[config.mk]
export PLATFORM = sky130hd
export DESIGN_NAME = io_intr_ctrl
export DESIGN_NICKNAME = d
export VERILOG_FILES = /design/src/rtl/io_intr_ctrl.sv
export SDC_FILE = /design/constraint.sdc
export NUM_CORES = 1
export LEC_CHECK = 0
export ABC_AREA = 1
export BUFFER_PORTS_ARGS = -buffer_cell sky130_fd_sc_hd__buf_2
export CORE_MARGIN = 3
export CORE_UTILIZATION = 40
export CTS_CLUSTER_SIZE = 10
export DETAILED_ROUTE_END_ITERATION = 10
export GPL_TIMING_DRIVEN = 0
export PLACE_DENSITY = 0.65
export SLEW_MARGIN = 20
export SYNTH_ARGS = -nofsm -noshare
export SYNTH_HDL_FRONTEND = slang
export SYNTH_SLANG_ARGS = --single-unit
export TNS_END_PERCENT = 5
[constraint.sdc]
create_clock -name clk -period 1.5 [get_ports clk]
set_input_delay 0.225 -clock clk [delete_from_list [all_inputs] [get_ports clk]]
set_output_delay 0.225 -clock clk [all_outputs]
set_load 0.05 [all_outputs]
[src/rtl/io_intr_ctrl.sv]
// Two-channel CPU interrupt controller: channel 1 is a reloadable periodic
// down-counter, channel 2 is a synchronized rising-edge detector on ext_ev.
module io_intr_ctrl #(
    parameter int SYNC_STAGES = 2
) (
    input  logic       clk,
    input  logic       reset,
    input  logic [7:0] port_out_cfg,
    input  logic [7:0] port_out_ctl,
    input  logic       ext_ev,
    output logic       intr1,
    output logic       intr2,
    output logic [7:0] port_in_status,
    output logic [7:0] port_in_count
);

    logic [7:0]             ctl_q;
    logic [7:0]             cnt_q, cnt_d;
    logic                   pend1_q, pend1_d, ovf1_q, ovf1_d;
    logic                   pend2_q, pend2_d, ovf2_q, ovf2_d;
    logic [SYNC_STAGES-1:0] sync_q;
    logic                   edge_q;
    logic [SYNC_STAGES:0]   fill_q;

    logic ack1, ack2, en1_rise, en1, en2;
    logic ev1, ev2;
    logic unused_ctl;

    assign unused_ctl = ^{port_out_ctl[7:6], port_out_ctl[3:2], ctl_q[7:6], ctl_q[3:2]};

    // Returns {pend, ovf}: a new event always sets pend and wins over ack;
    // ovf is only raised when the event lands on a still-pending, un-acked bit.
    function automatic logic [1:0] pend_next(input logic pend, input logic ovf,
                                             input logic ack, input logic ev);
        logic p, o;
        p = pend;
        o = ovf;
        if (ack) begin
            p = 1'b0;
            o = 1'b0;
        end
        if (ev) begin
            if (pend && !ack) o = 1'b1;
            p = 1'b1;
        end
        return {p, o};
    endfunction

    assign en1      = port_out_ctl[0];
    assign en2      = port_out_ctl[1];
    assign en1_rise = port_out_ctl[0] & ~ctl_q[0];
    assign ack1     = port_out_ctl[4] & ~ctl_q[4];
    assign ack2     = port_out_ctl[5] & ~ctl_q[5];

    // fill_q gates detection until edge_q holds a real post-reset sample, so a
    // line already high at reset release is not mistaken for an edge.
    assign ev2 = fill_q[SYNC_STAGES] & sync_q[SYNC_STAGES-1] & ~edge_q & en2;

    always_comb begin
        cnt_d = cnt_q;
        ev1   = 1'b0;
        if (en1_rise) begin
            cnt_d = port_out_cfg;
        end else if (en1) begin
            if (cnt_q == 8'd0) begin
                if (port_out_cfg != 8'd0) begin
                    ev1   = 1'b1;
                    cnt_d = port_out_cfg;
                end
            end else begin
                cnt_d = cnt_q - 8'd1;
            end
        end
    end

    always_comb begin
        pend1_d = pend1_q;
        ovf1_d  = ovf1_q;
        pend2_d = pend2_q;
        ovf2_d  = ovf2_q;
        {pend1_d, ovf1_d} = pend_next(pend1_q, ovf1_q, ack1, ev1);
        {pend2_d, ovf2_d} = pend_next(pend2_q, ovf2_q, ack2, ev2);
    end

    always_ff @(posedge clk) begin
        if (!reset) begin
            ctl_q   <= 8'h00;
            cnt_q   <= 8'h00;
            pend1_q <= 1'b0;
            ovf1_q  <= 1'b0;
            pend2_q <= 1'b0;
            ovf2_q  <= 1'b0;
            sync_q  <= '0;
            edge_q  <= 1'b0;
            fill_q  <= '0;
        end else begin
            ctl_q   <= port_out_ctl;
            cnt_q   <= cnt_d;
            pend1_q <= pend1_d;
            ovf1_q  <= ovf1_d;
            pend2_q <= pend2_d;
            ovf2_q  <= ovf2_d;
            sync_q  <= {sync_q[SYNC_STAGES-2:0], ext_ev};
            edge_q  <= sync_q[SYNC_STAGES-1];
            fill_q  <= {fill_q[SYNC_STAGES-1:0], 1'b1};
        end
    end

    assign intr1          = pend1_q;
    assign intr2          = pend2_q;
    assign port_in_status = {2'b00, ctl_q[1], ctl_q[0], ovf2_q, ovf1_q, pend2_q, pend1_q};
    assign port_in_count  = cnt_q;

endmodule

## Yosys cells after proc, flatten, opt, wreduce, memory -nomap -nowiden

Index checks and enable logic that the tools add are counted.
W data, S select, Z words.

| storage, ports and cells | value |
|---|---|
| flip-flop bits (word level) | 24 |
| bits in latches | 0 |
| output and inout bits | 18 |
| RAM bits | 0 |
| bits in read-only memories | 0 |
| memories | 0 |

| cells by class | value |
|---|---|
| multiplexer cells | 19 |
| shift operators | 0 |
| reductions and logical operators | 10 |
| div/mod/pow operators | 0 |
| $mul | 0 |
| $add $sub $neg | 1 |
| bitwise gates (word level) | 10 |
| eq/ne operators | 1 |
| order comparisons | 0 |

Operator list:

| operator | number |
|---|---|
| $mux W8 | 4 |
| $mux W1 | 15 |
| $logic_not A8 Y1 | 1 |
| $reduce_bool A8 Y1 | 1 |
| $sub A8 B1 Y8 const B | 1 |
| $and A1 B1 Y1 | 6 |
| $reduce_bool A2 Y1 | 3 |
| $not A1 Y1 | 4 |
| $ne A3 B2 Y1 const B | 1 |
| $logic_and A1 B1 Y1 | 2 |
| $logic_not A1 Y1 | 2 |
| $reduce_and A2 Y1 | 1 |

## Longest topological paths before layout

Gate-level depths: netlist (run 1).

| logic depth | value |
|---|---|
| depth in word-level cells | 6 |
| mapped depth | 10 |
| gate-level depth less buffers | 10 |

## Worst setup path after synthesis (run 1)

OpenSTA, ideal clock, no wires.

| path | value |
|---|---|
| path type | register to register |
| start point | register cnt_q[0] (netlist: port_in_count[0]) |
| end point | register cnt_q[0] (netlist: port_in_count[0]) |
| setup time | 0.118 ns |
| setup slack | -0.216 ns |
| stages on the path, launching flop included | 11 |
| data arrival time | 1.598 ns |
| period minus slack after synthesis | 1.716 ns |
| cell sequence | dfxtp_1 > inv_1 > ha_1 > nand2_1 > nor2_2 > nor2_4 > inv_4 > nand2_1 > o21ai_0 > nor2_1 > nor2_1 |

| between the ends | value |
|---|---|
| longest elaborated chain between the ends | 4 |
| elaborated cells between the ends (all ways) | 7 |
| classes of those cells | 1 x add/sub; 1 x eq/ne; 3 x mux; 2 x reduce/logical |

RTL lines:

| element | RTL line | RTL |
|---|---|---|
| start, declared | 18 | `logic [7:0] cnt_q, cnt_d;` |
| start signal, assigned | 98 | `cnt_q <= cnt_d;` |
| $sub A8 B1 Y8 / $logic_not A8 Y1 (equally long branches) | 71, 65 |  |
| $mux W8 | 65 | `if (cnt_q == 8'd0) begin` |
| $mux W8 | 64 | `end else if (en1) begin` |
| $mux W8 | 62 | `if (en1_rise) begin` |

Several ways; a longest one is shown, not always the timed one. The select of a mux whose other input is x is not followed.
A chain may end at the register's enable or synchronous reset.

## Worst setup path in the final report (run 1)

| path | value |
|---|---|
| start point | register cnt_q[1] (netlist: port_in_count[1]) |
| end point | register cnt_q[1] (netlist: port_in_count[1]) |

The elaborated chain is that of the path after synthesis.

==> results.cfg, run 1 <==
[finish]
n_fill_cell = 255
nets = 226
drive_gt1_share_pct = 29.4
syn2layout_area_growth_pct = 23.4
n_antenna_cell = 0

[global_routing]
overflow = 0
grt_use_total_pct = 13.9
grt_pass1_wl_mm = 3.82
grt_antenna_before_repair = 0
first_global_vias = 910
grt_max_degree = 14

[floorplan]
die_area_um2 = 3510
io_pins = 37
coreArea_um2 = 2590
start_util_pct = 43.8
die_h_um = 59.2
rows = 18
die_width_um = 59.2

[drt]
wirelength_mm = 2.32
highest_layer = met4
first_pass_iters = 4
post_drt_wl_per_cell_um = 9.90
via_count = 1096
wl_met3_um = 126
drc = 0
ant_nets = 0
vias_per_cell = 4.68
met1_length_mm = 1.07
wl_met2_mm = 1.11
drt_iter0_markers = 24

[power_and_ir_drop]
seqPwrFrac_pct = 38.0
leakagePower_nw = 0.777
internal-power_mw = 1.12
switchingPower_mw = 0.702
vdd_drop_max_mv = 0.842
p_per_area_nw_per_um2 = 1300
switching_share_pct = 38.6
p_comb_share_pct = 37.2
p_clk_share_pct = 24.8
p_total_mw = 1.82

[synth]
yosys.area.top_type = dfxtp_1
synth-main-ff-cell = dfxtp_1
syn-cell-area_um2 = 1130
synth_top_area_share_pct = 38.9
synth_common_cells = nand2_1, inv_1, nor2_1
synthMostInstantiatedCell = nand2_1
ys_seq_elements = 22
synth_seq_area_share_pct = 38.9
synth.avg_cell_area_um2 = 6.71
synthTopCellsByArea = dfxtp_1, nand2_1, inv_1, nor2_1, o21ai_0
synth_cell_types = 23
yosysWarnings = 0
async_reset_ff_share_pct = 0
synth-edff-count = 0
synth_cells = 169

[sta]
min_period_ps = 1390
fin_crit_sh_pct = 92.8
hold_ws_ps = 101
hold_viol = 0
skew_ps = 7.25
fin_setup_tns_ps = 0
drv_slew = 0
fmax_ghz = 0.718
finalSetupViolCount = 0

[placed_design]
port_buffers = 30
place_congestion = 0.861
hpwl_mm = 1.82

[worst_setup_path]
path_max_fanout = 9
required_ps = 1710
reg2reg_depth = 10
worstPathArrival_ps = 1600
crit_path_end_kind = flip-flop
reg2reg_slack_ps = 110
start_kind = flip-flop
crit_type = flip-flop to flip-flop

[clock_tree]
clockBufferDepth = 2
clkTransAtPathRegs_ps = 130
cts_tree = built
cts_buffers = 3
htree_levels = 1
clock_latency_ps = 300
cts.sinks = 22
cts-root-buf = clkbuf_4

[run]
drv_cap = 0

[worst_hold_path]
hold_path.class = primary input to flip-flop
hold_depth = 3

[run_status]
status = completed
[metal layers]
layer	vias to the layer above	global-route usage, %
met5	-	0
met3	2	1.96
met4	0	2.91
li1	567	-
met2	23	23.4
met1	504	18.6
[power groups by stage]
stage / logic [mW] / clock network, mW / registers (mW)
3_3_place_gp: 0.645 / 0 / 0.703
6_report: 0.677 / 0.452 / 0.693
2_1_floorplan: 0.376 / 0 / 0.840
4_1_cts: 0.663 / 0.462 / 0.691
5_1_grt: 0.748 / 0.487 / 0.703
3_5_place_dp: 0.660 / 0 / 0.704
[critical path, cell delays in order, from the launching register on]
cell     delay (ps)
dfxtp_2         380
inv_2            60
ha_4            160
nand2_1          70
nor2_2           50
nor2_4          200
inv_4            90
nand2_1          60
o21ai_0          80
nor2_1          100
nor2_1           50
[layout by cell type, fill, tap and decap left out, types with 2 or more instances in the layout]
master,n
inv_1,29
clkbuf_4,3
nand3_1,9
buf_2,30
dfxtp_2,2
nand2_2,2
nor2_1,23
buf_4,8
nor2_2,4
a21oi_1,7
nand2_1,36
o21ai_0,13
dfxtp_1,19
conb_1,2
inv_2,2
[what timing repair did]
| item | CTS | global route |
|---|---|---|
| endpoints found under the setup margin | 0 | 8 |
| gates resized for setup | 0 | 5 |
| hold buffers | 0 | 0 |
| buffers inserted | 0 | 0 |
[layout make-up]
| cell class | instances | area (um^2) | share of cell area [%] |
|---|---|---|---|
| clock inverter | 1 | 30.0 | 2.15 |
| timing repair buffer | 30 | 150 | 10.7 |
| tap | 30 | 37.5 | 2.68 |
| inverter | 34 | 136 | 9.75 |
| clock buffer | 3 | 22.5 | 1.61 |
| sequential | 22 | 447 | 31.9 |
| multi-input combinational | 105 | 512 | 36.6 |
| buffer | 9 | 63.8 | 4.56 |
[sequential cells by signal, indices dropped and copies added, names as in the netlist]
register,count
port_in_count,8
ctl_q,4
fill_q,3
sync_q,2
edge_q,1
intr1,1
intr2,1
ovf1_q,1
ovf2_q,1
[through the flow]
| stage | util, % | area [um^2] | worst slack, ps | cells |
|---|---|---|---|---|
| 5_1_grt | 54.0 | 1400 | -36.1 | 234 |
| 3_3_place_gp | 51.4 | 1330 | 79.6 | 230 |
| 3_5_place_dp | 51.4 | 1330 | 37.8 | 230 |
| 6_report | 54.0 | 1400 | 108 | 234 |
| 2_1_floorplan | - | 1140 | 24.7 | 170 |
| 4_1_cts | 53.4 | 1380 | 10.0 | 234 |
[worst paths after layout]
path,startpoint,endpoint
worst max-delay path,port_in_count[1],port_in_count[1]
worst min-delay path,ext_ev,sync_q[0]
worst max register to register,port_in_count[1],port_in_count[1]
worst min register to register,sync_q[0],sync_q[1]
[logic make-up (layout without fill, tap and decap cells)]
group / after synthesis / in the layout / share of synthesized area [%]
buffers and inverters: 43 / 77 / 17.7
AND/OR/NAND/NOR: 78 / 78 / 30.1
flip-flops: 22 / 22 / 38.9
AO/OA/AOI/OAI: 21 / 21 / 9.27
adder cells (fa/ha/maj): 2 / 2 / 2.21
other: 1 / 2 / 0.331
XOR/XNOR: 2 / 2 / 1.55
No activity file was read; power rests on OpenSTA's default activity.
==> inputs of run 2 (changes only) <==
--- a/config.mk
+++ b/config.mk
@@ -5,14 +5,12 @@
 export SDC_FILE = /design/constraint.sdc
 export NUM_CORES = 1
 export LEC_CHECK = 0
-export ABC_AREA = 1
 export BUFFER_PORTS_ARGS = -buffer_cell sky130_fd_sc_hd__buf_2
 export CORE_MARGIN = 3
 export CORE_UTILIZATION = 40
 export CTS_CLUSTER_SIZE = 10
 export DETAILED_ROUTE_END_ITERATION = 10
 export GPL_TIMING_DRIVEN = 0
-export PLACE_DENSITY = 0.65
 export SLEW_MARGIN = 20
 export SYNTH_ARGS = -nofsm -noshare
 export SYNTH_HDL_FRONTEND = slang
==> run 2 against run 1 <==
Critical path depth down 6. The flow now finishes with violations (setup timing). First-iteration DRC count increased by 120%. Combinational power increased by 3.4%. Largest cell class unchanged. Sequential share of layout area shrank 2.6 points. Setup slack worse by 230 ps. Core utilization is 2.5 points higher.
==> results.cfg, run 2 <==
[placed_design]
place_area_um2 = 1420
port_buffers = 30
post-place-ws_ps = -130
place_congestion = 0.857
hpwl_mm = 2.21

[sta]
fin_setup_tns_ps = -651
finalWorstSetupSlack_ps = -121
fmax_ghz = 0.617
hold_viol = 0
finalSetupViolCount = 8
rsz0062_at_grt = yes
min_period_ps = 1620
fin_crit_sh_pct = 108
drv_slew = 0
skew_ps = 4.22

[power_and_ir_drop]
leakagePower_nw = 0.707
vdd_drop_max_mv = 0.815
p_per_area_nw_per_um2 = 1190

[floorplan]
start_util_pct = 42.6
die_width_um = 60.4
io_pins = 37
die_area_um2 = 3650
coreArea_um2 = 2780
rows = 19
die_h_um = 60.4

[worst_setup_path]
crit_type = flip-flop to flip-flop
rr_startpoint = port_in_count[2]
r2r_end = port_in_count[4]
start_kind = flip-flop
reg2reg_depth = 4
reg2reg_slack_ps = -120
crit_path_end_kind = flip-flop
required_ps = 1720
worstPathArrival_ps = 1840
path_max_fanout = 7

[synth]
ys_seq_elements = 22
yosysWarnings = 0
synth.avg_cell_area_um2 = 8.98
synthMostInstantiatedCell = dfxtp_1
synth-edff-count = 0
synth_seq_area_share_pct = 37.2
synth_cell_types = 43
synth_cells = 132
syn-cell-area_um2 = 1180
async_reset_ff_share_pct = 0
yosys.area.top_type = dfxtp_1
yosys.area_share.simple_pct = 29.3
synth_compound_area_share_pct = 22.0
synth-main-ff-cell = dfxtp_1
synth_common_cells = dfxtp_1, and2_1, nand2_1
synthTopCellsByArea = dfxtp_1, and2_1, buf_4, o211ai_1, nand2b_1
synthAdderAreaFrac_pct = 2.11
synth_top_family_by_area = simple AND/OR/NAND/NOR gates
synth_xor_area_share_pct = 0
synth_top_area_share_pct = 37.2
synth_mux_area_share_pct = 0.845

[worst_hold_path]
hp-start = reset
hold_depth = 1
hold_end = fill_q[0]
hold_path.class = primary input to flip-flop

[global_routing]
overflow = 0
grt_pass1_wl_mm = 4.67
grt_antenna_before_repair = 0
first_global_vias = 1054
grt_use_total_pct = 17.3
grt_max_degree = 14

[clock_tree]
clockBufferDepth = 2
clkTransAtPathRegs_ps = 130
cts_tree = built
cts-root-buf = clkbuf_4
clock_latency_ps = 310
cts_buffers = 3
cts.sinks = 22
htree_levels = 1

[drt]
drc = 0
via_count = 1149
vias_per_cell = 5.60
post_drt_wl_per_cell_um = 15.0
first_pass_iters = 4
ant_nets = 0
drt_iter0_markers = 52
wirelength_mm = 3.08

[run_status]
status = complete, but fails checks
violations = setup timing

[finish]
final_cell_mix = buf_2, and2_1, buf_4
nets = 196
largest_reg_flops = 8
drive_gt1_share_pct = 44.8
layout.cells.most_common = buf_2
n_antenna_cell = 0
syn2layout_area_growth_pct = 32.6
postLayoutCellArea_um2 = 1570

[run]
drv_cap = 0
==> run 2: cell types whose count changed in the layout (fill, tap and decap cells not counted), moves of 11 or more <==
cell	change
and2_1	+14
nand2_1	-27
nor2_1	-18
inv_1	-26
o21ai_0	-11
==> run 2: worst max-delay path by stage <==
| stage | startpoint | end | slack (ps) | cells past startpoint |
|---|---|---|---|---|
| after detailed placement | port_in_count[2] | port_in_count[0] | -130 | 5 |
| after global routing | port_in_count[2] | port_in_count[0] | -210 | 6 |
| after global placement | port_in_count[2] | port_in_count[0] | -120 | 5 |
| after floorplan | port_in_count[3] | port_in_count[4] | -70 | 4 |
| final | port_in_count[2] | port_in_count[4] | -120 | 4 |
| after CTS | port_in_count[3] | port_in_count[4] | -120 | 4 |
==> run 2: what timing repair did <==
| action | 4_1_cts | 5_1_grt |
|---|---|---|
| setup endpoints to repair | 9 | 10 |
| resized for setup | 5 | 8 |
| pin swaps | 1 | 4 |
| hold buffers | 0 | 0 |
| cloned | 0 | 1 |
| setup buffers | 1 | 5 |
==> run 2: layout make-up <==
cell class	count	area, um^2
inverters	5	21.3
clock inverters	1	30.0
well taps	31	38.8
repair buffers	37	200
plain buffers	13	86.3
clock buffers	3	22.5
fillers	267	1210
flip-flops and latches	22	462
multi-input cells	93	711
==> run 2: logic make-up after synthesis <==
kind of cell,after synthesis
buf+inv,18
compound gates,33
flops,22
simple gates,55
fa+ha+maj,2
other cells,1
mux,1
==> run 2: through the flow <==
step                      power, mW  util [%]  hold slack, ps  std cells
after CTS                      1.80      53.8            8.84        199
after global placement         1.30      51.1             343        194
final                          1.87      56.5            13.8        205
after floorplan                1.17         -             253        133
after global routing           1.94      56.5            3.74        205
after detailed placement       1.31      51.1             343        194
==> run 2: per-layer routing <==
metal  share of wire, %  track usage, %
met1                 43            21.5
met2                 49            29.6
met3                6.4            2.98
met4                1.7            7.12
met5                  0               0
==> run 2: power by group <==
group | switching, mW | internal (mW) | leakage, nW
sequential | 0.0636 | 0.635 | 0.186
combinational | 0.399 | 0.300 | 0.493
clock | 0.197 | 0.270 | 0.0279
==> run 2: critical path, cell delays in order, from the launching register on <==
cell and delay (ps):
dfxtp_4 400, or4_4 540, nor3_4 210, o32ai_1 120, a32o_1 260
==> inputs of run 3 (changes only) <==
--- a/config.mk
+++ b/config.mk
@@ -6,11 +6,15 @@
 export NUM_CORES = 1
 export LEC_CHECK = 0
 export BUFFER_PORTS_ARGS = -buffer_cell sky130_fd_sc_hd__buf_2
+export CELL_PAD_IN_SITES_DETAIL_PLACEMENT = 0
+export CELL_PAD_IN_SITES_GLOBAL_PLACEMENT = 1
 export CORE_MARGIN = 3
-export CORE_UTILIZATION = 40
+export CORE_UTILIZATION = 36
 export CTS_CLUSTER_SIZE = 10
 export DETAILED_ROUTE_END_ITERATION = 10
 export GPL_TIMING_DRIVEN = 0
+export PLACE_DENSITY = 0.75
+export SETUP_SLACK_MARGIN = 0.02
 export SLEW_MARGIN = 20
 export SYNTH_ARGS = -nofsm -noshare
 export SYNTH_HDL_FRONTEND = slang
==> run 3 against run 2 <==
Routed wire length is 2.9% higher. Maximum frequency is 1.2% lower. The run still ends with setup timing left. Via count is 0.78% lower. Non-clock buffer count is 4 lower. Core utilization is 6.5 points lower.
==> results.cfg, run 3 (synthesized netlist as in run 2, its figures left out) <==
[worst_setup_path]
required_ps = 1730
path_max_fanout = 10
start_kind = flip-flop
worstPathArrival_ps = 1870
crit_path_end_kind = flip-flop
crit_type = flip-flop to flip-flop

[drt]
ant_nets = 0
first_pass_iters = 4
wirelength_mm = 3.17
via_count = 1140
post_drt_wl_per_cell_um = 14.8
drt_iter0_markers = 49
drc = 0
vias_per_cell = 5.33

[global_routing]
first_global_vias = 1090
grt_use_total_pct = 16.3
overflow = 0
grt_antenna_before_repair = 0
grt_max_degree = 14
grt_pass1_wl_mm = 5.26

[finish]
largest_reg_flops = 8
n_fill_cell = 330
final_cell_mix = buf_2, and2_1, dfxtp_1
n_antenna_cell = 0
drive_gt1_share_pct = 41.2
multi_input_area_um2 = 702
nets = 192
syn2layout_area_growth_pct = 31.0
regArea_um2 = 460
layout.cells.most_common = buf_2

[floorplan]
rows = 20
start_util_pct = 38.2
coreArea_um2 = 3100
die_area_um2 = 4020
die_h_um = 63.4
die_width_um = 63.4
io_pins = 37

[clock_tree]
cts_tree = built
htree_levels = 1
clkTransAtPathRegs_ps = 140
cts-root-buf = clkbuf_4
clock_latency_ps = 320
cts.sinks = 22
cts_buffers = 3
clockBufferDepth = 2

[power_and_ir_drop]
vdd_drop_max_mv = 0.813
leakagePower_nw = 0.686
p_total_mw = 1.84
p_per_area_nw_per_um2 = 1180

[sta]
rsz0062_at_grt = yes
fin_setup_tns_ps = -650
min_period_ps = 1640
fin_crit_sh_pct = 109
finalSetupViolCount = 8
drv_slew = 0
finalWorstSetupSlack_ps = -140
hold_viol = 0
skew_ps = 9.37
hold_ws_ps = 108
fmax_ghz = 0.610

[placed_design]
hpwl_mm = 2.23
port_buffers = 30
place_congestion = 0.910
post-place-ws_ps = -211

[run_status]
status = complete, but fails checks
violations = setup timing

[run]
drv_cap = 0

[worst_hold_path]
hold_path.class = primary input to flip-flop
run 3: cell types whose count changed in the layout (fill, tap and decap cells not counted):
cell	before	now
a21boi_0	1	2
a21boi_2	1	0
buf_2	31	30
buf_4	14	10
dfxtp_1	13	14
dfxtp_2	5	4
dlygate4sd3_1	0	1
nor3_1	1	2
nor3_2	1	0
run 3: critical path, stage by stage (launching register included):
cell      delay (ps)
dfxtp_4          400
inv_4             70
ha_4             160
nor4bb_4         190
nand4_1          180
buf_6            210
o2111a_1         140
a31o_2           210
run 3: layer usage:
| layer | up-vias | routed length, um | GRT usage, % |
|---|---|---|---|
| li1 | 545 | - | - |
| met1 | 552 | 1420 | 21.1 |
| met3 | 6 | 169 | 4.10 |
| met4 | 0 | 61 | 4.04 |
| met2 | 37 | 1510 | 26.9 |
| met5 | - | 0 | 0 |
run 3: layout make-up:
| type | count | share of cell area (%) |
|---|---|---|
| buffer | 13 | 5.56 |
| clock buffer | 3 | 1.45 |
| clock inverter | 1 | 1.93 |
| inverter | 5 | 1.37 |
| multi-input combinational | 93 | 45.2 |
| sequential | 22 | 29.7 |
| tap | 44 | 3.55 |
| timing repair buffer | 33 | 11.3 |
run 3: metrics by stage:
step / cells / util, % / area [um^2]
after floorplan: 133 / - / 1230
after global placement: 207 / 46.3 / 1440
after detailed placement: 207 / 46.3 / 1440
after CTS: 212 / 49.3 / 1530
after global routing: 214 / 50.0 / 1550
final: 214 / 50.0 / 1550
run 3: path summary, 6_finish.rpt:
path	startpoint	end	slack, ps	cells past startpoint
max	port_in_count[0]	port_in_count[0]	-140	7
max reg2reg	port_in_count[0]	port_in_count[0]	-140	7
min	ext_ev	sync_q[0]	110	2
min reg2reg	sync_q[0]	sync_q[1]	450	1
run 3: timing repair:
item	in CTS	in global routing
hold buffers	0	1
setup buffers	1	1
gates resized for setup	8	1
cloned	0	0
hold endpoints to repair	0	1
pin swaps	3	2
endpoints found under the setup margin	8	10
run 3: power by group:
group          internal, mW  total [mW]  switching [mW]
clock network         0.270       0.467           0.197
registers             0.635       0.707          0.0717
logic                 0.279       0.663           0.384
total                  1.18        1.84           0.653
